## config.mk

```make
export PLATFORM = sky130hd
export DESIGN_NAME = pimp_mc_core
export DESIGN_NICKNAME = d
export VERILOG_FILES = /design/src/rtl/pimp_mc_core.sv
export SDC_FILE = /design/constraint.sdc
export NUM_CORES = 1
export LEC_CHECK = 0
export CORE_MARGIN = 2
export CORE_UTILIZATION = 58
export CTS_BUF_LIST = sky130_fd_sc_hd__clkbuf_16
export DETAILED_ROUTE_END_ITERATION = 8
export GPL_ROUTABILITY_DRIVEN = 0
export MAX_ROUTING_LAYER = met4
export PLACE_DENSITY = 0.8
export SLEW_MARGIN = 20
export SYNTH_ARGS = -nofsm -noshare
export SYNTH_HDL_FRONTEND = slang
export SYNTH_SLANG_ARGS = --single-unit
```

## constraint.sdc

```tcl
create_clock -name CLK -period 5.75 [get_ports CLK]
set_input_delay 0.575 -clock CLK [delete_from_list [all_inputs] [get_ports CLK]]
set_output_delay 0.575 -clock CLK [all_outputs]
set_load 0.05 [all_outputs]
```

## src/rtl/pimp_mc_core.sv

```systemverilog
// pimp_mc_core: multicycle PIMP core executing 9-bit instructions in FETCH/EXEC/MEM
// phases, with an external combinational instruction ROM and a req/ack data memory.
module pimp_mc_core #(
  parameter int DATA_W = 8,
  parameter int PC_W   = 8,
  parameter int CNT_W  = 16
) (
  input  logic              CLK,
  input  logic              Reset_n,
  input  logic              Start,
  input  logic [PC_W-1:0]   Start_Addr,
  output logic [PC_W-1:0]   Imem_Addr,
  input  logic [8:0]        Imem_Data,
  output logic              Dmem_Req,
  output logic              Dmem_We,
  output logic [DATA_W-1:0] Dmem_Addr,
  output logic [DATA_W-1:0] Dmem_Wdata,
  input  logic [DATA_W-1:0] Dmem_Rdata,
  input  logic              Dmem_Ack,
  output logic              Busy,
  output logic              Done,
  output logic [CNT_W-1:0]  Instr_Count,
  output logic [2:0]        Dbg_State
);

  typedef enum logic [2:0] {
    S_IDLE  = 3'd0,
    S_FETCH = 3'd1,
    S_EXEC  = 3'd2,
    S_MEM   = 3'd3,
    S_HALT  = 3'd4
  } state_t;

  localparam logic [2:0] OP_ADD   = 3'd0;
  localparam logic [2:0] OP_SUB   = 3'd1;
  localparam logic [2:0] OP_AND   = 3'd2;
  localparam logic [2:0] OP_SHL   = 3'd3;
  localparam logic [2:0] OP_LOAD  = 3'd4;
  localparam logic [2:0] OP_STORE = 3'd5;
  localparam logic [2:0] OP_BEQ   = 3'd6;

  state_t            state;
  state_t            nextState;
  logic [PC_W-1:0]   pc;
  logic [PC_W-1:0]   pcNext;
  logic [PC_W-1:0]   offExt;
  logic [8:0]        ir;
  logic [DATA_W-1:0] regFile [8];
  logic [CNT_W-1:0]  instrCount;
  logic [2:0]        op;
  logic [2:0]        rd;
  logic [2:0]        rs;
  logic [DATA_W-1:0] rdVal;
  logic [DATA_W-1:0] rsVal;
  logic [DATA_W-1:0] regWdata;
  logic              regWe;
  logic              retire;
  logic              isHalt;
  logic              startAccept;

  assign op          = ir[8:6];
  assign rd          = ir[5:3];
  assign rs          = ir[2:0];
  assign rdVal       = regFile[rd];
  assign rsVal       = regFile[rs];
  assign isHalt      = (op == 3'b111) && (rd == 3'b111) && (rs == 3'b111);
  assign offExt      = PC_W'($signed(ir[5:0]));
  assign startAccept = ((state == S_IDLE) || (state == S_HALT)) && Start;

  // Data-memory handshake: Dmem_Req is held high for the whole MEM phase with
  // Dmem_We/Dmem_Addr/Dmem_Wdata stable; the transfer completes in the first
  // cycle where Dmem_Ack is sampled high, and Dmem_Rdata is only used then.
  assign Dmem_Req    = (state == S_MEM);
  assign Dmem_We     = (state == S_MEM) && (op == OP_STORE);
  assign Dmem_Addr   = regFile[6];
  assign Dmem_Wdata  = rdVal;
  assign Imem_Addr   = pc;
  assign Busy        = (state == S_FETCH) || (state == S_EXEC) || (state == S_MEM);
  assign Done        = (state == S_HALT);
  assign Instr_Count = instrCount;
  assign Dbg_State   = state;

  always_comb begin
    nextState = state;
    pcNext    = pc;
    regWe     = 1'b0;
    regWdata  = rdVal;
    retire    = 1'b0;
    case (state)
      S_IDLE, S_HALT: begin
        if (Start) nextState = S_FETCH;
      end
      S_FETCH: nextState = S_EXEC;
      S_EXEC: begin
        nextState = S_FETCH;
        pcNext    = pc + PC_W'(1);
        retire    = 1'b1;
        case (op)
          OP_ADD: begin regWe = 1'b1; regWdata = rdVal + rsVal; end
          OP_SUB: begin regWe = 1'b1; regWdata = rdVal - rsVal; end
          OP_AND: begin regWe = 1'b1; regWdata = rdVal & rsVal; end
          OP_SHL: begin regWe = 1'b1; regWdata = rdVal << rs; end
          OP_LOAD, OP_STORE: begin
            // PC and retire are deferred until the memory transfer completes
            nextState = S_MEM;
            pcNext    = pc;
            retire    = 1'b0;
          end
          OP_BEQ: begin
            if (regFile[0] == regFile[1]) pcNext = pc + offExt;
          end
          default: begin
            if (isHalt) begin
              nextState = S_HALT;
              pcNext    = pc;
              retire    = 1'b0;
            end else begin
              regWe    = 1'b1;
              regWdata = rsVal;
            end
          end
        endcase
      end
      S_MEM: begin
        if (Dmem_Ack) begin
          nextState = S_FETCH;
          pcNext    = pc + PC_W'(1);
          retire    = 1'b1;
          regWe     = (op == OP_LOAD);
          regWdata  = Dmem_Rdata;
        end
      end
      default: nextState = S_IDLE;
    endcase
  end

  always_ff @(posedge CLK) begin
    if (!Reset_n) begin
      state      <= S_IDLE;
      pc         <= '0;
      ir         <= '0;
      instrCount <= '0;
      for (int i = 0; i < 8; i++) regFile[i] <= '0;
    end else begin
      state <= nextState;
      if (state == S_FETCH) ir <= Imem_Data;
      if (startAccept) begin
        pc         <= Start_Addr;
        instrCount <= '0;
      end else begin
        pc <= pcNext;
        if (retire && (instrCount != {CNT_W{1'b1}})) instrCount <= instrCount + CNT_W'(1);
      end
      if (regWe) regFile[rd] <= regWdata;
    end
  end

endmodule
```

==> results.json <==
{
  "outcome": "complete, no violations",
  "syn_area_um2": 6972,
  "area_growth_pct": 16.80,
  "maxCapViolCount": 0,
  "dp_slack_ns": 1.007,
  "clock_sinks": 106,
  "gr-usage-met3": 0.05101,
  "setup.worst_path.class": "reg -> reg",
  "grt_pass1_wl_um": 31310,
  "setup_slack_ns": 1.251,
  "final_nets": 812,
  "drt_iter0_markers": 1039,
  "yosys-top-cells-area": "edfxtp_1 28%, dfxtp_1 12%, mux4_2 6.8%",
  "yosys.area.top_type": "edfxtp_1",
  "clockPowerShare": 0.312,
  "vdd_ir_drop_max_v": 0.0001784,
  "wl_per_cell_um": 21.77,
  "p_leak_nw": 2.975,
  "cp.required_ns": 5.92,
  "fin_setup_tns_ns": 0,
  "grt_use_met1": 0.4204,
  "worst-path-max-fanout": 8,
  "hold_depth": 2,
  "swShare": 0.3133,
  "crit_arrival_ns": 4.67,
  "cp-end-kind": "register",
  "grt_busiest_layer": "met2",
  "cts.path.max_buffers": 2,
  "dieWidth_um": 113.6,
  "ys_warn_count": 0,
  "critPathTopFamily": "compound AO/OA/AOI/OAI gates",
  "max_clock_freq_ghz": 0.2223,
  "postCtsSetupBuffers": 0,
  "worstSetupStartpointType": "register",
  "hp-start": "Imem_Addr[7]$_SDFFE_PN0P_",
  "fin_worst_skew_ns": 0.005147,
  "multi_input_area_um2": 3946,
  "start_util": 0.5878,
  "power_frac_seq": 0.418,
  "reg2reg_depth": 14,
  "synth.most_common_cell": "nor2_1",
  "cpPeakStageDelay_ns": 0.63,
  "wl_um": 19920,
  "via_count": 6105,
  "finalCritPeriodShare": 0.7825,
  "synthTopCellsByCount": "115 x nor2_1, 64 x edfxtp_1, 51 x nand2_1, 42 x dfxtp_1, 32 x a21oi_1",
  "p_sw_uw": 668.9,
  "first_pass_iters": 6,
  "clock_latency_ns": 0.35,
  "timing.rr.end": "regFile[4][7]$_SDFFCE_PN0P_",
  "die_area_um2": 12910,
  "clk_pin_slew_worst_paths_ns": 0.07,
  "holdPathEnd": "Imem_Addr[7]$_SDFFE_PN0P_",
  "cts_tree": "built",
  "ctsHoldBuffers": 0,
  "internal_power_mw": 1.466,
  "power.density_nw_per_um2": 262.2,
  "syn_inst": 702,
  "grt_max_degree": 33,
  "grt_pass1_vias": 5823,
  "io_buffers": 75,
  "antenna_found_initial": 0,
  "worst_pin_slew_ns": 1.027,
  "reg2reg_slack_ns": 1.25,
  "die_h_um": 113.6,
  "ys_seq_area_frac": 0.3963,
  "ctsResizeCount": 0,
  "synth_edf_count": 64,
  "drc": 0,
  "diodes": 0,
  "synth.avg_cell_area_um2": 9.931,
  "layout-drive-gt1-share": 0.08594,
  "root_buffer": "clkbuf_16",
  "final_util": 0.6865,
  "final_antenna_net_count": 0,
  "met2_usage": 0.5265,
  "fin_crit_ns": 4.499,
  "cts_htree_levels": 3,
  "row_count": 40,
  "drv_slew": 0,
  "numCtsBuffers": 9,
  "synth_top_area_frac": 0.2757,
  "n_fill_cell": 929,
  "place_hpwl_um": 14310,
  "crit_chain": "mux4_2 -> mux2i_1 -> ha_1 -> nor2_1 -> a21oi_1 -> inv_1 -> ha_1 -> a21o_1 -> a21oi_1 -> o21ai_0 -> o41ai_1 -> xnor3_1 -> o21a_1 -> nor3b_1",
  "synth.distinct_cells": 66,
  "combPwrFrac": 0.269,
  "rsz0062_at_grt": "no",
  "hold_class": "reg -> reg",
  "max-slew-margin-rel": 0.3103,
  "synth_fp_nets": 751,
  "grt.total_usage": 0.3260,
  "overflow": 0,
  "seq_area_um2": 2764,
  "coreArea_um2": 11860,
  "hold_viol": 0,
  "async_flop_share": 0,
  "num_io_pins": 76,
  "yosys_register_bits": 106,
  "synth-main-ff-cell": "edfxtp_1",
  "slowest_stage": "dfxtp_1",
  "setup-violations-final": 0,
  "cp_num_buf_inv": 1,
  "routed_via_density": 6.672
}
## area by class of cell
cell class / count / area share
Clock buffer: 9 / 0.02766
Tap cell: 147 / 0.02259
Inverter: 23 / 0.01060
Clock inverter: 7 / 0.01214
Sequential cell: 106 / 0.3394
Multi-Input combinational cell: 536 / 0.4846
Timing Repair Buffer: 87 / 0.1030
## kinds of logic after synthesis
logic type      count (synthesis)  share of synthesized area
buf+inv                        60                    0.03769
fa+ha+maj                      20                    0.03805
mux                            69                     0.1683
flops                         106                     0.3963
simple gates                  286                     0.1922
xor+xnor                       44                    0.05725
compound gates                117                     0.1102
## power groups by stage
stage,clock network (mW),logic [mW],registers (mW)
2_1_floorplan,0,0.398,0.904
3_3_place_gp,0,0.546,0.904
3_5_place_dp,0,0.562,0.908
4_1_cts,0.677,0.566,0.891
5_1_grt,0.706,0.616,0.897
6_report,0.667,0.575,0.893
## cells in the final DEF, fill, tap and decap left out, types with 5 or more instances in the layout
cell type,count
mux4_2,21
edfxtp_1,64
nor2b_1,15
nor4_1,5
o21ai_0,28
clkdlybuf4s50_1,75
dfxtp_1,41
and3_1,8
nand3_1,28
ha_1,18
a21oi_1,32
mux2i_1,24
mux2_2,8
nor3b_1,13
nand2b_1,8
and2_1,8
buf_4,11
nor3_1,18
nor2_1,115
xor2_1,25
xnor2_1,18
inv_1,19
mux4_1,11
nand4_1,6
clkbuf_16,9
a221oi_1,7
nand2_1,51
## worst register-to-register path, stage by stage, from the launching register on
cell and delay [ns]:
dfxtp_1 0.63, mux4_2 0.59, mux2i_1 0.40, ha_1 0.22
nor2_1 0.05, a21oi_1 0.26, inv_1 0.08, ha_1 0.27
a21o_1 0.17, a21oi_1 0.24, o21ai_0 0.13, o41ai_1 0.27
xnor3_1 0.45, o21a_1 0.28, nor3b_1 0.28
## stage by stage
stage	hold slack [ns]	cells	instance area (µm²)	power, mW
final	0.5311	915	8143	2.135
after global routing	0.5386	915	8143	2.219
after CTS	0.5257	914	8137	2.134
after detailed placement	0.5127	898	7812	1.470
after global placement	0.4968	898	7812	1.451
after floorplan	0.5391	702	6972	1.301
## sequential cells by signal, indices dropped and copies added (netlist names), named ones only
name / count
regFile: 64
Imem_Addr: 8
ir: 9
Instr_Count: 16
Dbg_State: 3
## per-layer routing
| metal | wire [µm] | vias up |
|---|---|---|
| met5 | 0 | - |
| met4 | 602 | 0 |
| met3 | 2067 | 61 |
| met2 | 9689 | 437 |
| met1 | 7559 | 2883 |
| li1 | - | 2724 |
## how the worst max path moves through the flow
stage / start / endpoint / cells after the start
final: register / regFile[4][7]$_SDFFCE_PN0P_ / 14
after global routing: register / regFile[4][7]$_SDFFCE_PN0P_ / 14
after CTS: register / regFile[4][7]$_SDFFCE_PN0P_ / 14
after detailed placement: register / regFile[4][7]$_SDFFCE_PN0P_ / 14
after global placement: register / regFile[6][7]$_SDFFCE_PN0P_ / 14
after floorplan: register / regFile[0][6]$_SDFFCE_PN0P_ / 16
Power figures use the tool's default switching activity.
